[src/rtl/ram_arbiter.sv]
// Round-robin arbiter and sequencer for two cores sharing one single-port synchronous RAM.
// A core may hold priority for up to MAX_BURST back-to-back grants via its lock input.
module ram_arbiter #(
    parameter int ADDR_W    = 9,
    parameter int DATA_W    = 8,
    parameter int MAX_BURST = 4
) (
    input  logic              clk,
    input  logic              reset,
    input  logic              core0_req,
    input  logic              core0_we,
    input  logic [ADDR_W-1:0] core0_addr,
    input  logic [DATA_W-1:0] core0_wdata,
    input  logic              core0_lock,
    output logic              core0_gnt,
    output logic              core0_rvalid,
    output logic [DATA_W-1:0] core0_rdata,
    input  logic              core1_req,
    input  logic              core1_we,
    input  logic [ADDR_W-1:0] core1_addr,
    input  logic [DATA_W-1:0] core1_wdata,
    input  logic              core1_lock,
    output logic              core1_gnt,
    output logic              core1_rvalid,
    output logic [DATA_W-1:0] core1_rdata,
    output logic              ram_en,
    output logic              ram_we,
    output logic [ADDR_W-1:0] ram_addr,
    output logic [DATA_W-1:0] ram_wdata,
    input  logic [DATA_W-1:0] ram_rdata
);
    // state     | meaning
    // IDLE      | sample requests, grant a winner and launch its RAM access
    // ACCESS    | RAM samples the access on the closing edge
    // READ_WAIT | RAM read data is valid; capture it for the last winner
    typedef enum logic [1:0] {IDLE, ACCESS, READ_WAIT} state_t;

    localparam int CNT_W = $clog2(MAX_BURST + 1);

    state_t            state;
    logic              last;
    logic              locked;
    logic [CNT_W-1:0]  burst_cnt;

    logic [1:0]        req;
    logic              win;
    logic [CNT_W-1:0]  cnt_next;
    logic              lock_next;
    logic              sel_we;
    logic [ADDR_W-1:0] sel_addr;
    logic [DATA_W-1:0] sel_wdata;

    always_comb begin
        req      = {core1_req, core0_req};
        win      = 1'b0;
        cnt_next = CNT_W'(1);
        if (locked && req[last]) begin
            win      = last;
            cnt_next = burst_cnt + CNT_W'(1);
        end else if (&req) begin
            win = ~last;
        end else begin
            win = req[1];
        end
        sel_we    = win ? core1_we    : core0_we;
        sel_addr  = win ? core1_addr  : core0_addr;
        sel_wdata = win ? core1_wdata : core0_wdata;
        // locking expires once the burst reaches its cap, so the other core gets the next tie
        lock_next = (win ? core1_lock : core0_lock) && (int'(cnt_next) < MAX_BURST);
    end

    always_ff @(posedge clk or negedge reset) begin
        if (!reset) begin
            state        <= IDLE;
            last         <= 1'b1;
            locked       <= 1'b0;
            burst_cnt    <= '0;
            core0_gnt    <= 1'b0;
            core1_gnt    <= 1'b0;
            core0_rvalid <= 1'b0;
            core1_rvalid <= 1'b0;
            core0_rdata  <= '0;
            core1_rdata  <= '0;
            ram_en       <= 1'b0;
            ram_we       <= 1'b0;
            ram_addr     <= '0;
            ram_wdata    <= '0;
        end else begin
            core0_gnt    <= 1'b0;
            core1_gnt    <= 1'b0;
            core0_rvalid <= 1'b0;
            core1_rvalid <= 1'b0;
            case (state)
                IDLE: begin
                    if (|req) begin
                        core0_gnt <= ~win;
                        core1_gnt <= win;
                        ram_en    <= 1'b1;
                        ram_we    <= sel_we;
                        ram_addr  <= sel_addr;
                        ram_wdata <= sel_wdata;
                        last      <= win;
                        burst_cnt <= cnt_next;
                        locked    <= lock_next;
                        state     <= ACCESS;
                    end else begin
                        locked <= 1'b0;
                        ram_en <= 1'b0;
                        ram_we <= 1'b0;
                    end
                end
                ACCESS: begin
                    ram_en <= 1'b0;
                    ram_we <= 1'b0;
                    state  <= ram_we ? IDLE : READ_WAIT;
                end
                READ_WAIT: begin
                    if (last) begin
                        core1_rdata  <= ram_rdata;
                        core1_rvalid <= 1'b1;
                    end else begin
                        core0_rdata  <= ram_rdata;
                        core0_rvalid <= 1'b1;
                    end
                    state <= IDLE;
                end
                default: state <= IDLE;
            endcase
        end
    end
endmodule

[config.mk]
export PLATFORM = sky130hd
export DESIGN_NAME = ram_arbiter
export DESIGN_NICKNAME = d
export VERILOG_FILES = /design/src/rtl/ram_arbiter.sv
export SDC_FILE = /design/constraint.sdc
export NUM_CORES = 1
export LEC_CHECK = 0
export CAP_MARGIN = 20
export CELL_PAD_IN_SITES_DETAIL_PLACEMENT = 0
export CELL_PAD_IN_SITES_GLOBAL_PLACEMENT = 1
export CORE_MARGIN = 8
export CORE_UTILIZATION = 27
export CTS_CLUSTER_DIAMETER = 60
export DETAILED_ROUTE_END_ITERATION = 16
export GPL_TIMING_DRIVEN = 1
export HOLD_SLACK_MARGIN = 0.1
export PLACE_DENSITY = 0.8
export SYNTH_ARGS = -nofsm -noshare
export SYNTH_HDL_FRONTEND = slang
export SYNTH_SLANG_ARGS = --single-unit
export TNS_END_PERCENT = 100
[constraint.sdc]
create_clock -name clk -period 1.64 [get_ports clk]
set_clock_uncertainty 0.15 [all_clocks]
set_input_delay 0.328 -clock clk [delete_from_list [all_inputs] [get_ports clk]]
set_output_delay 0.328 -clock clk [all_outputs]
set_load 0.02 [all_outputs]
Word-level counts from Yosys, hierarchy flattened

Cells that the tools add are included.

Flip-flop bits (word level): 46
Bits in latches: 0
Memory bits (writable): 0
ROM bits: 0
Input port bits: 50
Output and inout port bits: 39
Logic and storage cells: 56
Memories: 0

$add $sub $neg: 1
Multipliers: 0
Divide/modulo/power cells: 0
$lt $le $gt $ge: 2
Equal/unequal tests: 3
Shift operators: 0
Muxes and demuxes: 25
Bitwise operators: 2
Reduce and logical (&&, ||, !) cells: 9

Operator list:

| cell                  | count |
|---|---|
| $mux W1               | 17 |
| $mux W9               | 1 |
| $mux W8               | 1 |
| $reduce_and A2 Y1     | 4 |
| $mux W2               | 2 |
| $pmux W1 S2           | 2 |
| $pmux W2 S2           | 1 |
| $add A3 B1 Y3 const B | 1 |
| $lt A3 B3 Y1 const B  | 1 |
| $mux W3               | 1 |
| $eq A2 B1 Y1 const B  | 1 |
| $eq A2 B2 Y1 const B  | 1 |
| $logic_and A1 B1 Y1   | 2 |
| $logic_not A2 Y1      | 1 |
| $lt A1 B2 Y1 const B  | 1 |
| $ne A2 B2 Y1 const B  | 1 |
| $not A1 Y1            | 2 |
| $reduce_bool A2 Y1    | 1 |
| $reduce_or A2 Y1      | 1 |

Logic depth before layout (Yosys ltp)

Gate-level depths: netlist of the first run.

Depth after elaboration: 7
Depth in mapped cells: 6
Depth with buffers taken out: 5

Least setup slack after synthesis of the first run

OpenSTA, ideal clock, no wires.

Path type: flip-flop to flip-flop
Start point: register last
End point: register ram_addr[0]
Library setup time: 67 ps
Data arrival time: 1,512 ps
Required time: 1,423 ps
Path slack: -89 ps
Cell stages (with the launch flop): 6
Clock period less this slack: 1,729 ps
Cell sequence: dfstp_2 -> xor2_1 -> a2111oi_4 -> buf_6 -> nand2_1 -> nand2_1

Word-level cells in the longest chain between the ends: 5

Ends and longest elaborated chain:

| item                                        | line | text |
|---|---|---|
| start: declaration                          | 41   | `logic last;` |
| start signal: assignment                    | 102  | `last <= win;` |
| $mux W1 (implied by the code) (2 in series) | 57   | `if (locked && req[last]) begin` |
| $logic_and A1 B1 Y1                         | 57   |  |
| $mux W1 (*)                                 | 57   |  |
| $mux W9 (*)                                 | 66   | `sel_addr = win ? core1_addr : core0_addr;` |
| end signal: assignment                      | 100  | `ram_addr <= sel_addr;` |
| end: declaration                            | 28   | `output logic [ADDR_W-1:0] ram_addr,` |

Every way passes the cells marked *; elsewhere a longest branch is shown, timed or not. The select of a mux whose other input is x is not followed.
A chain may end at the register's enable or synchronous reset.

Final worst setup path of the first run

Start point: register last
End point: register ram_addr[4]

The elaborated chain is that of the path after synthesis.

==> flow_summary.json, run 1 <==
{
  "hold_viol": 0,
  "clockBufferDepth": 2,
  "hp-class": "reg -> reg",
  "gp_routability_congestion": 0.744,
  "vias": 1632,
  "post_drt_wl_per_cell_um": 15.1,
  "ys_ff_latch": 46,
  "clock-sinks": 46,
  "relSlewSlack_pct": 75.8,
  "insertion_delay_ns": 0.29,
  "synth_cell_type_count": 25,
  "arrival_ns": 1.68,
  "drive_gt1_share_pct": 17.5,
  "design_area_um2": 3100,
  "avgSynthCellArea_um2": 10.9,
  "worstPathRequired_ns": 1.67,
  "async_flop_share_pct": 100,
  "die_y_um": 98.9,
  "ys_seq_area_share_pct": 62.1,
  "place_area_um2": 2940,
  "grt_pass1_wl_mm": 8.66,
  "grt_max_degree": 47,
  "max_freq_ghz": 0.607,
  "cp-end-kind": "flop",
  "antenna_left": 0,
  "power_density_nw_per_um2": 1820,
  "path_class": "reg -> reg",
  "clk_pin_slew_worst_paths_ns": 0.08,
  "place_hpwl_mm": 3.99,
  "ir_drop_v": 0.000493,
  "cts-root-buf": "clkbuf_8",
  "failed_checks": "negative setup slack",
  "core-area_um2": 6720,
  "grt.overflow.total": 0,
  "syn_nets": 221,
  "syn2layout_area_growth_pct": 67.2,
  "die_area_um2": 9780,
  "rsz0062_at_grt": "true",
  "finalSetupViolCount": 6,
  "io_pins": 89,
  "cts_buffers": 5,
  "antenna_found_initial": 0,
  "setup_ws_ns": -0.00697,
  "setup.worst_path.start_class": "flop",
  "dr.pass1.iters": 4,
  "drv_slew": 0,
  "die_w_um": 98.9,
  "worstPathMaxFanout": 17,
  "drv_cap": 0,
  "portBuffers": 88,
  "nets": 325,
  "yosys_warnings": 0,
  "initial_core_util_pct": 27.6,
  "synthCells": 170,
  "min_period_over_period_pct": 100,
  "vias_per_cell": 4.61,
  "drc": 0,
  "synth_edf_count": 0,
  "grt_use_total_pct": 11.0,
  "fin_crit_ns": 1.65,
  "utilization_pct": 46.2,
  "fin_tns_setup_ns": -0.0208,
  "status": "complete, but fails checks",
  "h-tree-depth": 2,
  "synth.cell_area_um2": 1860,
  "final_common_cell": "nand2_1",
  "grt_pass1_vias": 1707,
  "drt_iter0_markers": 53,
  "ys.flop_type": "dfrtp_1",
  "layout_common_cells": "62 x nand2_1, 48 x clkdlybuf4s50_1, 45 x dfrtp_1",
  "leakage_nw": 1.48,
  "cts_tree": "done",
  "diodes": 0,
  "dp.cells": 344,
  "tightest_slew_ns": 0.363,
  "fin_cells": 354,
  "routed_wl_mm": 5.35,
  "rows": 30
}
-- critical path: stages (launching register included) --
cell	delay, ns
dfstp_2	0.60
xor2_4	0.10
o211a_4	0.28
buf_12	0.16
a22oi_2	0.19
nand2_1	0.07
-- metrics by stage --
step,hold WS (ns),setup slack [ns],power (mW)
global route,0.344,-0.0783,6.01
finish,0.320,-0.00697,5.64
CTS,0.325,-0.0205,5.54
global placement,0.179,-0.250,4.94
floorplan,-0.118,-0.0214,3.46
detailed placement,0.179,-0.272,5.00
-- cell families (layout without fill, tap and decap cells) --
kind of cell               after synthesis  after routing  share of synthesized area, %
AOI/OAI and AO/OA                       29             29                          12.3
xor gates and xnor gates                 2              2                         0.944
muxes                                   10             10                          6.00
adders and majority gates                1              1                         0.674
buffers and inverters                   11            115                          2.90
DFF                                     46             46                          62.1
and+or+nand+nor                         71             71                          15.1
-- final timing paths --
kind                                start        endpoint  slack (ns)  cells after the start
max in group asynchronous           reset            last        0.66                      3
max                                  last     ram_addr[4]      -0.007                      5
min in group asynchronous           reset  core0_rdata[5]        0.39                      3
min                        core1_rdata[2]  core1_rdata[2]        0.32                      2
max reg2reg                          last     ram_addr[4]      -0.007                      5
min reg2reg                core1_rdata[2]  core1_rdata[2]        0.32                      2
-- sequential cells by signal, indices dropped and copies added, names as in the netlist --
signal	cells
core1_rdata	8
burst_cnt	3
core1_gnt	1
core1_rvalid	1
ram_en	1
ram_wdata	8
state	2
locked	1
core0_gnt	1
ram_we	1
last	1
ram_addr	9
core0_rdata	8
core0_rvalid	1
-- report_power, final --
group	switching, mW	internal [mW]
logic	1.52	1.27
clock network	0.357	0.488
registers	0.339	1.66
-- cells in the mapped netlist (2+ instances only) --
cell type  count  area share [%]
nand2_1       62              13
nor2_1         5             1.0
inv_1          3            0.61
a22oi_1       17             6.9
mux2_2         9             5.5
nor3b_1        2            0.81
o21ai_0        5             1.3
buf_2          4             1.1
clkbuf_1       2            0.40
dfrtp_1       45              61
a21oi_1        2            0.54
-- routing by layer --
| layer | part of all wire (%) | GRT usage (%) | wire length, um | vias up |
|---|---|---|---|---|
| li1 | - | - | - | 780 |
| met1 | 41 | 12.6 | 2170 | 791 |
| met2 | 51 | 18.5 | 2740 | 53 |
| met3 | 6.2 | 3.66 | 331 | 8 |
| met4 | 1.9 | 4.49 | 101 | 0 |
| met5 | 0 | 0 | 0 | - |
-- layout make-up --
| cell class | count | area [um2] |
|---|---|---|
| sequential | 46 | 1150 |
| multi-input combinational | 113 | 734 |
| fill | 665 | 3620 |
| clock inverter | 1 | 30.0 |
| tap | 80 | 100 |
| inverter | 4 | 15.0 |
| timing repair buffer | 104 | 987 |
| clock buffer | 6 | 82.6 |
-- timing repair --
action / CTS / global route
pin swaps: 0 / 1
endpoints found under the hold margin: 45 / 0
resized for setup: 40 / 12
hold buffers: 1 / 0
endpoints found under the setup margin: 48 / 19
buffers inserted: 0 / 2
(Power assumes the default switching activity.)
==> run 2, diff against run 1 <==
Settings changed: ABC_AREA set to 1, CORE_UTILIZATION 27 to 28.
==> run 2 against run 1 <==
  * The run now ends clean
  * Largest power group unchanged
  * Register-to-register slack improved by 0.14 ns
  * Non-clock buffer count is 1 lower
  * Critical endpoint is now ram_addr[3]
  * Via count grew 7.8%
==> flow_summary.json, run 2 <==
{
  "status": "completed",
  "total_power_mw": 5.53,
  "path_cells": "clkdlybuf4s50_1 > o21ai_4 > buf_4 > nor2_8 > buf_12 > nand2_1 > nand3_1",
  "place_hpwl_mm": 4.35,
  "clockBufferDepth": 2,
  "min_period_over_period_pct": 94.7,
  "nets": 366,
  "crit_slowest_cell": "clkdlybuf4s50_1",
  "cp_top_family": "buffers and inverters",
  "setup.worst_path.start_class": "primary input",
  "core-area_um2": 7210,
  "yosysMostFrequentCell": "nand2_1",
  "rows": 31,
  "path_buf_inv": 3,
  "yosys-top-cells-area": "dfrtp_1 54%, nand2_1 11%, nand3_1 7.2%, nand3_2 4.8%, o21ai_2 3.4%",
  "diodes": 0,
  "cp_slowest_stage_delay_ns": 0.52,
  "yosys.area.top_type": "dfrtp_1",
  "antenna_found_initial": 0,
  "synth_common_cells": "61 x nand2_1, 45 x dfrtp_1, 30 x nand3_1",
  "dr.pass1.iters": 4,
  "io_pins": 89,
  "cts_tree": "done",
  "fin_crit_ns": 1.55,
  "top_register": "ram_addr",
  "vias_per_cell": 4.24,
  "layout_common_cells": "61 x nand2_1, 48 x clkdlybuf4s50_1, 45 x dfrtp_1",
  "setup_ws_ns": 0.0866,
  "antenna_left": 0,
  "netlist.area_leader.share_pct": 54.2,
  "drive_gt1_share_pct": 19.0,
  "drc": 0,
  "ys_ff_latch": 46,
  "ys_seq_area_share_pct": 55.4,
  "synth_cell_type_count": 24,
  "hold_viol": 0,
  "fill_cells": 736,
  "grt_use_total_pct": 11.5,
  "cp-end-kind": "flop",
  "tightest_slew_ns": 0.370,
  "post_drt_wl_per_cell_um": 13.6,
  "avgSynthCellArea_um2": 9.71,
  "relSlewSlack_pct": 75.3,
  "grt.overflow.total": 0,
  "h-tree-depth": 2,
  "fin_cells": 415,
  "worstPathRequired_ns": 1.66,
  "max_freq_ghz": 0.644,
  "finalSetupViolCount": 0,
  "grt_max_degree": 47,
  "vias": 1760,
  "rsz0062_at_grt": "false",
  "die_w_um": 102,
  "dp.cells": 404,
  "clock-sinks": 46,
  "path_class": "in -> reg",
  "routed_wl_mm": 5.66,
  "hp-class": "reg -> reg",
  "initial_core_util_pct": 28.8,
  "dp_slack_ns": -0.215,
  "cts-root-buf": "clkbuf_8",
  "die_y_um": 102,
  "final_common_cell": "nand2_1",
  "syn2layout_area_growth_pct": 54.3,
  "grt_pass1_vias": 1925,
  "clk_pin_slew_worst_paths_ns": 0.08,
  "ys.flop_type": "dfrtp_1",
  "power_density_nw_per_um2": 1720,
  "gp_routability_congestion": 0.711,
  "drt_iter0_markers": 42,
  "synth.cell_area_um2": 2080,
  "die_area_um2": 10400,
  "syn_nets": 265,
  "synthCells": 214,
  "leakage_nw": 1.61,
  "grt_pass1_wl_mm": 9.46,
  "drv_cap": 0,
  "arrival_ns": 1.58,
  "portBuffers": 88,
  "ir_drop_v": 0.000653,
  "cts_buffers": 5,
  "async_flop_share_pct": 100,
  "worstPathMaxFanout": 11,
  "synth_edf_count": 0,
  "insertion_delay_ns": 0.29,
  "drv_slew": 0,
  "yosys_warnings": 0,
  "largest_reg_flops": 9
}
[run 2: changes by cell type in the layout (fill, tap and decap cells not counted), moves of 5 or more]
cell	before	now
a22oi_1	6	0
a22oi_2	11	0
inv_1	3	15
mux2_2	9	0
nand2_2	0	9
nand3_1	0	29
nand3_2	0	11
o21ai_0	4	9
o21ai_2	1	8
[run 2: kinds of logic (layout without fill, tap and decap cells)]
group / Yosys count / count (layout) / share of synthesized area [%]
flip-flops: 46 / 46 / 55.4
AND/OR/NAND/NOR: 118 / 118 / 29.3
buffers and inverters: 28 / 130 / 7.65
adder cells (fa/ha/maj): 1 / 1 / 0.602
AO/OA/AOI/OAI: 21 / 21 / 7.04
[run 2: layer usage]
layer	global-route usage [%]	share of wire, %	up-vias	wire length, um
met5	0	0	-	0
met4	2.71	0.81	0	46
met3	5.38	9.3	6	525
met2	18.5	49	51	2750
met1	13.4	41	809	2330
li1	-	-	894	-
[run 2: timing repair]
action                                  CTS  global route
hold endpoints to repair                 45             0
setup buffers                             0             2
hold buffers                              1             0
endpoints found under the setup margin   39            10
gates resized for setup                  39             2
[run 2: area by class of cell]
| cell class | count | area [um2] | area share (%) |
|---|---|---|---|
| Clock buffer | 7 | 86.3 | 2.69 |
| Clock inverter | 1 | 5.00 | 0.156 |
| Inverter | 19 | 75.1 | 2.34 |
| Multi-Input combinational cell | 140 | 772 | 24.1 |
| Sequential cell | 46 | 1150 | 35.9 |
| Tap cell | 99 | 124 | 3.86 |
| Timing Repair Buffer | 103 | 992 | 30.9 |
[run 2: stage by stage]
step | utilization, % | setup TNS [ns] | hold slack [ns] | area, um2
after floorplan | - | 0 | -0.118 | 2080
after global placement | 43.2 | -3.61 | 0.183 | 3120
after detailed placement | 43.2 | -4.48 | 0.189 | 3120
after CTS | 43.9 | 0 | 0.305 | 3170
after global routing | 44.5 | 0 | 0.319 | 3210
final | 44.5 | 0 | 0.297 | 3210
[run 2: where the power goes]
part           switching, mW  total, mW  internal, mW
clock                  0.365      0.705         0.340
combinational           1.68       2.84          1.17
sequential             0.297       1.98          1.68
total                   2.34       5.53          3.19
[run 2: final timing paths]
path	start	endpoint	slack, ns	cells after the start
max in group asynchronous	reset	last	0.66	3
min in group asynchronous	reset	ram_wdata[2]	0.39	3
min	ram_we	state[1]	0.30	1
min reg2reg	ram_we	state[1]	0.30	1
max	core0_req	ram_addr[3]	0.09	7
max reg2reg	last	core0_rdata[5]	0.13	6
==> run 3, diff against run 2 <==
Settings changed: CORE_UTILIZATION 28 to 31, PLACE_DENSITY 0.8 to 0.84, SETUP_SLACK_MARGIN set to 0.5.
Clock period 1.64 ns to 1.6 ns, I/O delays scaled along.
==> run 3 against run 2 <==
  * The flow now finishes with violations (negative hold slack)
  * Design area up 20%
  * Critical path depth unchanged
  * Setup slack better by 0.010 ns
  * First-iteration DRC count up 62%
  * Die area down 8.2%
  * Final cell count up 2.7%
  * Non-clock buffer count up 27
  * Sequential power up 9.6%
  * Hold slack worse by 0.49 ns
  * Sequential cell count unchanged
  * Clock power up 2%
  * Largest power group unchanged
==> flow_summary.json, run 3 (synthesis results as in run 2) <==
{
  "arrival_ns": 1.59,
  "leakage_nw": 1.96,
  "diodes": 0,
  "r2r_start": "last",
  "io_pins": 89,
  "internal-power_mw": 4.36,
  "vias_per_cell": 4.57,
  "dp.cells": 386,
  "antenna_found_initial": 0,
  "drt_iter0_markers": 68,
  "path_cells": "inv_4 > nand3_4 > nand3_4 > nor2_8 > buf_12 > nand2_4 > nand3_2",
  "failed_checks": "negative hold slack",
  "power_density_nw_per_um2": 1920,
  "max_freq_ghz": 0.665,
  "switchingPower_mw": 3.07,
  "cp-startpoint": "last",
  "dr.pass1.iters": 6,
  "reg2regPathDepth": 7,
  "layout_common_cells": "47 x buf_6, 46 x clkdlybuf4s50_1, 45 x dfrtp_1",
  "relSlewSlack_pct": 68.0,
  "cts_tree": "done",
  "routed_wl_mm": 6.77,
  "portBuffers": 88,
  "syn2layout_area_growth_pct": 85.8,
  "worstPathRequired_ns": 1.69,
  "drive_gt1_share_pct": 47.4,
  "cpMostUsedCell": "nand3_4",
  "switching_share_pct": 41.3,
  "clkPwrFrac_pct": 9.6,
  "vias": 1947,
  "pwr-share-comb_pct": 61.1,
  "die_y_um": 97.9,
  "r2r_slack_ns": 0.1,
  "final_common_cell": "buf_6",
  "initial_core_util_pct": 31.3,
  "die_w_um": 97.9,
  "tightest_slew_ns": 0.480,
  "grt_max_degree": 20,
  "crit_slowest_cell": "dfstp_2",
  "nets": 396,
  "finalSetupViolCount": 0,
  "seq_power_share_pct": 29.3,
  "hold_viol": 15,
  "utilization_pct": 58.1,
  "rows": 30,
  "grt_pass1_vias": 1975,
  "h-tree-depth": 2,
  "clk_pin_slew_worst_paths_ns": 0.09,
  "place_hpwl_mm": 4.43,
  "path_class": "reg -> reg",
  "drv_cap": 0,
  "cp-end-kind": "flop",
  "grt_pass1_wl_mm": 10.1,
  "fin_hold_ws_ns": -0.189,
  "drv_slew": 0,
  "antenna_left": 0,
  "top_register": "ram_addr",
  "ir_drop_v": 0.000714,
  "rsz0062_at_grt": "true",
  "fin_cells": 426,
  "gp_routability_congestion": 0.765,
  "min_period_over_period_pct": 93.9,
  "insertion_delay_ns": 0.30,
  "post_drt_wl_per_cell_um": 15.9,
  "cts_buffers": 5,
  "fin_crit_ns": 1.50,
  "largest_reg_flops": 9,
  "cp_slowest_stage_delay_ns": 0.58,
  "hp-class": "in -> async",
  "crit_end": "ram_wdata[2]",
  "status": "complete, but fails checks",
  "worstPathMaxFanout": 8,
  "clockBufferDepth": 2,
  "r2r_end": "ram_wdata[2]",
  "drc": 0,
  "fill_cells": 538,
  "grt.overflow.total": 0,
  "die_area_um2": 9580,
  "clock-sinks": 46,
  "core-area_um2": 6640,
  "cts-root-buf": "clkbuf_8",
  "setup.worst_path.start_class": "flop",
  "grt_use_total_pct": 13.1
}
## run 3: area by class of cell
cell class                 count  area (um2)  share of cell area, %
timing repair inverter         3        43.8                   1.13
clock inverter                 3        18.8                  0.486
multi-input combinational    140         990                   25.6
sequential                    46        1150                   29.8
tap                           80         100                   2.59
inverter                      19        95.1                   2.46
clock buffer                   5        68.8                   1.78
timing repair buffer         130        1390                   36.1
## run 3: routing by layer
layer  up-vias  global-route usage (%)  share of wire, %
li1        950                       -                 -
met1       944                    15.3                42
met2        46                    22.8                53
met3         7                    3.06               3.8
met4         0                    4.80               1.2
met5         -                       0                 0
## run 3: through the flow
| stage | power, mW | worst slack [ns] | TNS, ns | instance area [um2] |
|---|---|---|---|---|
| final | 7.43 | 0.0969 | 0 | 3860 |
| after CTS | 6.95 | 0.130 | 0 | 3560 |
| after detailed placement | 5.34 | -0.321 | -7.22 | 3120 |
| after floorplan | 3.86 | 0.212 | 0 | 2090 |
| after global placement | 5.27 | -0.277 | -6.07 | 3120 |
| after global routing | 7.85 | 0.0124 | 0 | 3860 |
## run 3: how the worst min path moves through the flow
| stage | endpoint | slack, ns | cells past startpoint |
|---|---|---|---|
| after floorplan | burst_cnt[0] | -0.13 | 0 |
| after global placement | core0_gnt | 0.15 | 1 |
| after detailed placement | state[0] | 0.16 | 1 |
| after CTS | state[0] | -0.17 | 1 |
| after global routing | state[0] | -0.16 | 1 |
| final | state[0] | -0.19 | 1 |
## run 3: repair_timing
item / in CTS / in global routing
setup buffers: 12 / 14
pin swaps: 4 / 2
resized for setup: 270 / 47
endpoints found under the hold margin: 15 / 15
gates cloned: 4 / 2
setup endpoints to repair: 83 / 83
## run 3: power groups by stage
| stage | combinational [mW] | sequential, mW | clock [mW] |
|---|---|---|---|
| after CTS | 4.08 | 2.14 | 0.732 |
| after detailed placement | 3.26 | 2.08 | 0 |
| after global placement | 3.20 | 2.07 | 0 |
| after global routing | 4.85 | 2.22 | 0.775 |
| final | 4.54 | 2.17 | 0.716 |
| after floorplan | 1.24 | 2.62 | 0 |
## run 3: worst max-delay path, delay by kind of cell (launching register included)
family / cells / cell delay, ns
AND/OR/NAND/NOR: 5 / 0.47
buffers and inverters: 2 / 0.23
flip-flops: 1 / 0.58
